--- src/rtl/seg_scan_driver.sv ---
// ---------------------------------------------------------------------------
// seg_scan_driver
//
// Purpose:
//   Time-multiplexes four 5-bit digit codes onto a 4-digit common-anode
//   7-segment display. All four codes are latched together once per frame,
//   so a rotation step upstream can never tear the picture mid-frame. A
//   one-cycle frame pulse marks each capture and serves as the time base
//   for the rotation-state generator.
//
// Parameters:
//   REFRESH_DIV  - clock cycles per digit slot (2 .. 2**20)
//   BLANK_CYCLES - dead-time cycles at the end of each slot; only used when
//                  SCAN_BLANKING_EN is defined; must be < REFRESH_DIV
//
// Optional feature macro:
//   SCAN_BLANKING_EN - when defined, the anode is switched off for the last
//                      BLANK_CYCLES cycles of every slot to suppress ghosting.
//                      When undefined, the anode stays on for the whole slot.
//
// Ports:
//   clk        in   system clock
//   rst_n      in   synchronous active-low reset
//   seg0..seg3 in   5-bit codes, seg0 = rightmost digit (an[0]),
//                   seg3 = leftmost digit (an[3])
//   blank_all  in   forces all anodes off while high
//   an         out  anode enables, active-low, registered
//   seg        out  segments {g,f,e,d,c,b,a}, active-low, registered
//   frame_tick out  one-cycle pulse following each frame capture
// ---------------------------------------------------------------------------
module seg_scan_driver #(
  parameter int REFRESH_DIV  = 100000,
  parameter int BLANK_CYCLES = 1000
) (
  input  logic       clk,
  input  logic       rst_n,
  input  logic [4:0] seg0,
  input  logic [4:0] seg1,
  input  logic [4:0] seg2,
  input  logic [4:0] seg3,
  input  logic       blank_all,
  output logic [3:0] an,
  output logic [6:0] seg,
  output logic       frame_tick
);

  localparam int CW = (REFRESH_DIV > 1) ? $clog2(REFRESH_DIV) : 1;

  // Reject illegal parameter combinations at elaboration time.
  if (REFRESH_DIV < 2 || REFRESH_DIV > (1 << 20)) begin : g_bad_div
    $error("seg_scan_driver: REFRESH_DIV out of range 2..2**20");
  end
  if (BLANK_CYCLES >= REFRESH_DIV) begin : g_bad_blank
    $error("seg_scan_driver: BLANK_CYCLES must be smaller than REFRESH_DIV");
  end

`ifdef SCAN_BLANKING_EN
  localparam logic [CW-1:0] BLANK_START = CW'(REFRESH_DIV - BLANK_CYCLES);
`endif

  logic [CW-1:0]  slot_cnt_q, slot_cnt_d;
  logic [1:0]     idx_q, idx_d;
  logic [3:0][4:0] shadow_q, shadow_d;
  logic [3:0]     an_q, an_d;
  logic [6:0]     seg_q, seg_d;
  logic           frame_tick_q, frame_tick_d;
  logic           slot_wrap;
  logic           capture;

  // Code to active-low segment pattern {g,f,e,d,c,b,a}.
  function automatic logic [6:0] decode(input logic [4:0] code);
    logic [6:0] pat;
    case (code)
      5'd0:    pat = 7'b1000000;
      5'd1:    pat = 7'b1111001;
      5'd2:    pat = 7'b0100100;
      5'd3:    pat = 7'b0110000;
      5'd4:    pat = 7'b0011001;
      5'd5:    pat = 7'b0010010;
      5'd6:    pat = 7'b0000010;
      5'd7:    pat = 7'b1111000;
      5'd8:    pat = 7'b0000000;
      5'd9:    pat = 7'b0010000;
      5'd10:   pat = 7'b0001000;
      5'd11:   pat = 7'b0000011;
      5'd12:   pat = 7'b1000110;
      5'd13:   pat = 7'b0100001;
      5'd14:   pat = 7'b0000110;
      5'd15:   pat = 7'b0001110;
      5'd17:   pat = 7'b0111111;
      5'd18:   pat = 7'b0001001;
      5'd19:   pat = 7'b1000111;
      5'd20:   pat = 7'b0001100;
      5'd21:   pat = 7'b1000001;
      5'd22:   pat = 7'b0101111;
      5'd23:   pat = 7'b0101011;
      5'd24:   pat = 7'b0100011;
      default: pat = 7'b1111111;
    endcase
    return pat;
  endfunction

  // Next-state logic. The outputs are computed from the post-edge counter,
  // index and shadow values so the digit shown always matches the slot and
  // the code latched for that slot, including on the capture edge itself.
  always_comb begin
    slot_wrap    = (slot_cnt_q == CW'(REFRESH_DIV - 1));
    capture      = (slot_cnt_q == '0) && (idx_q == 2'd0);
    slot_cnt_d   = slot_wrap ? '0 : slot_cnt_q + 1'b1;
    idx_d        = slot_wrap ? idx_q + 2'd1 : idx_q;
    shadow_d     = capture ? {seg3, seg2, seg1, seg0} : shadow_q;
    seg_d        = decode(shadow_d[idx_d]);
    an_d         = ~(4'b0001 << idx_d);
`ifdef SCAN_BLANKING_EN
    // Dead-time at the tail of each slot before the anode moves on.
    if (slot_cnt_d >= BLANK_START) begin
      an_d = 4'b1111;
    end
`endif
    if (blank_all) begin
      an_d = 4'b1111;
    end
    frame_tick_d = capture;
  end

  // State and output registers. Reset parks the scan at slot 0 of digit 0
  // with blank shadow codes, so the first edge after release captures.
  always_ff @(posedge clk) begin
    if (!rst_n) begin
      slot_cnt_q   <= '0;
      idx_q        <= 2'd0;
      shadow_q     <= {4{5'd16}};
      an_q         <= 4'b1111;
      seg_q        <= 7'b1111111;
      frame_tick_q <= 1'b0;
    end else begin
      slot_cnt_q   <= slot_cnt_d;
      idx_q        <= idx_d;
      shadow_q     <= shadow_d;
      an_q         <= an_d;
      seg_q        <= seg_d;
      frame_tick_q <= frame_tick_d;
    end
  end

  assign an         = an_q;
  assign seg        = seg_q;
  assign frame_tick = frame_tick_q;

endmodule

--- config.mk ---
export PLATFORM = sky130hd
export DESIGN_NAME = seg_scan_driver
export DESIGN_NICKNAME = d
export VERILOG_FILES = /design/src/rtl/seg_scan_driver.sv
export SDC_FILE = /design/constraint.sdc
export NUM_CORES = 1
export LEC_CHECK = 0
export ABC_AREA = 0
export CORE_MARGIN = 1.5
export CORE_UTILIZATION = 59
export DETAILED_ROUTE_END_ITERATION = 8
export HOLD_SLACK_MARGIN = 0.12
export PLACE_DENSITY = 0.85
export SYNTH_ARGS = -nofsm -noshare
export SYNTH_HDL_FRONTEND = slang
export SYNTH_SLANG_ARGS = --single-unit
--- constraint.sdc ---
create_clock -name clk -period 4.75 [get_ports clk]
set_input_delay 0.95 -clock clk [delete_from_list [all_inputs] [get_ports clk]]
set_output_delay 0.95 -clock clk [all_outputs]
set_load 0.005 [all_outputs]
==> results.md <==
* Outcome: complete, no violations
* CTS sink cnt at 51
* WP data required at about 4900 ps
* Leak Pwr at between 1 and 1.5 nW
* Clock buffer depth at 2
* Synth async-reset ratio at 0%
* Clock Skew at 9.97 ps
* Reg-to-reg endpoint: seg[2]
* Global route total overflow at 0
* # diodes at 0
* Worst r2r src: slot_cnt_q[0]
* CP arrival at roughly 4000 ps
* Synth Flop Type: dfxtp_1
* Worst Setup SP: slot_cnt_q[0]
* Fin Setup TNS at 0 ps
* Post-layout min period at around 3800 ps
* R2R cell count at 9
* Syn nets at a little under 300
* Vias/cell at 5.60
* DRT Pass-1 Iters at 4
* Number of global-route vias before repair at 1992
* Area contributors post-synth: dfxtp_1 40%, mux2i_1 9.3%, mux2_2 6.6%, ha_1 5.8%, nor2_1 4.2%
* Max Cap Violations at 0
* Mapped Cells at 263
* HP Class: flip-flop to flip-flop
* Slew Limit Fails at 0
* Worst slew pin tran at between 900 and 1000 ps
* Die H at 69.0 um
* Port bufs at 34
* CORE AREA at roughly 4100 um^2
* Crit Path Class: flip-flop to flip-flop
* CTS tree: yes
* Critical Path End Type: flip-flop
* Routed wire length at 5180 um
* Drt drc at 0
* Root Driver: clkbuf_8
* DRT iter0 DRCs at 88
* Final Setup Violations at 0
* CTS H-tree depth at 2
* Most numerous cell in the Yosys netlist: dfxtp_1
* EDFF count, synth at 0
* GPL Wtd Cong at between 0.8 and 0.9
* Register-to-register setup slack at 940 ps
* Nets at 329
* Final core occ at between 70% and 80%
* Cts hold-fix bufs at 0
* DR vias at a little under 2000
* Seq/Total Area, Yosys at between 30% and 40%
* Crit path to: seg[2]
* Startpoint Class: flip-flop
* Layout area overhead at 17.5%
* Synth Area per Inst at 9.78 um^2
* First-pass GRT wire length at between 9000 and 10000 um
* Hold Vio Cnt, Final at 0
* Initial core utilization at 62.9%
* CTS Buf Count at 5
* CP dominant cell by count: ha_1
* Critical-path maximum fanout at 12
* Die area at 4760 um^2
* Post-CTS Setup Bufs at 0
* RSZ-0062 raised after global routing: no
* Skew-Pair Late Insertion Delay at approximately 300 ps
* Pwr dens at 326 nW/um^2
* CP Cell Sequence: ha_1 > and3_1 > or3b_1 > xnor2_2 > mux2i_1 > inv_1 > ha_1 > o311ai_0 > a21oi_1
* Post-synthesis cell type count at 44
* CP max stage cell: xnor2_2
* Yosys top cell area share at 39.7%
* Maximum VDD drop at between 0.00015 and 0.0002 V
* Wire per inst at around 15 um
* Synth top cells by count: 51 x dfxtp_1, 29 x nor2_1, 24 x mux2i_1
* Worst-path clk slew at 90 ps
* Hold WS at just under 500 ps
* GRT Util Overall at between 20% and 30%
* Rows at 23
* Post-route ant nets at 0
* PostCTS Resize Cnt at 0
* Final worst path period share at 80.2%
* HPWL after DPL at between 3000 and 4000 um
* Max Freq at 263 MHz
* IO Count at 35
* Area leader, netlist: dfxtp_1
* Die width at ~70 um
* Layout cells sized above 1 at between 10% and 20%
* Initial antenna violation count at 0
* CP max stage delay at 700 ps
* Number of synthesis warnings at 0
* Largest net degree at the start of global routing at 27
* Post-Syn Area at 2570 um^2
* #FFs+latches synth at 51
* Max-slew headroom at 38.0%
final cells by class:
cell class / instances / area [um^2]
fillers: 322 / 1060
multi-input cells: 190 / 1450
clock buffers: 8 / 100
repair buffers: 36 / 355
inverters: 10 / 37.5
well taps: 50 / 62.6
flip-flops and latches: 51 / 1020
flip-flops by register name, indices dropped and copies added (netlist names):
signal      flops
an              4
idx_q           2
shadow_q       20
frame_tick      1
seg             7
slot_cnt_q     17
how the worst min path moves through the flow:
| stage | start | endpoint | cells after the start |
|---|---|---|---|
| final | shadow_q[4] | shadow_q[4] | 2 |
| after floorplan | shadow_q[14] | shadow_q[14] | 2 |
| after detailed placement | shadow_q[14] | shadow_q[14] | 2 |
| after global placement | slot_cnt_q[0] | slot_cnt_q[0] | 1 |
| after CTS | shadow_q[4] | shadow_q[4] | 2 |
| after global routing | shadow_q[4] | shadow_q[4] | 2 |
cells in the final DEF, fill, tap and decap left out, drive strengths merged, types with 2 or more instances in the layout:
cell type / instances
a21oi: 6
and2: 13
and3: 11
buf: 2
clkbuf: 8
clkdlybuf4s50: 34
dfxtp: 51
ha: 12
inv: 9
mux2: 17
mux2i: 27
nand2: 12
nand3: 13
nand3b: 2
nand4: 2
nor2: 29
nor3: 4
nor4: 3
o211ai: 3
o21ai: 4
or4: 2
xnor2: 7
xor2: 8
metrics by stage:
stage / worst slack, ps / cell area (um^2) / instances / power [mW]
floorplan: 1510 / 2570 / 263 / 0.645
global placement: 1080 / 2920 / 337 / 0.718
detailed placement: 985 / 2920 / 337 / 0.724
CTS: 908 / 3020 / 345 / 0.985
global route: 569 / 3020 / 345 / 1.03
finish: 942 / 3020 / 345 / 0.985
critical path, delay by kind of cell, from the launching register on:
family	cells	cell delay (ps)
and+or+nand+nor	2	730
xor gates and xnor gates	1	700
muxes	1	640
adders and majority gates	2	520
AOI/OAI and AO/OA	2	460
DFF	1	400
buffers and inverters	1	240
power breakdown:
group          leakage [nW]  internal, mW  switching [mW]
Sequential            0.418         0.458         0.00905
Combinational         0.864         0.124           0.123
Clock                0.0515         0.133           0.137
cells by family after synthesis:
family / count (synthesis) / share of synthesized area (%)
muxes: 44 / 19.7
adders and majority gates: 12 / 5.84
and+or+nand+nor: 95 / 18.7
xor gates and xnor gates: 15 / 5.40
DFF: 51 / 39.7
AOI/OAI and AO/OA: 24 / 6.38
buffers and inverters: 22 / 4.28
metal layers:
layer / up-vias / track usage, % / share of wire [%] / routed length, um
li1: 973 / - / - / -
met1: 900 / 30.4 / 49 / 2520
met2: 47 / 38.1 / 46 / 2380
met3: 12 / 3.36 / 3.6 / 185
met4: 0 / 10.7 / 1.9 / 97
met5: - / 0 / 0 / 0
(Power assumes the default switching activity.)
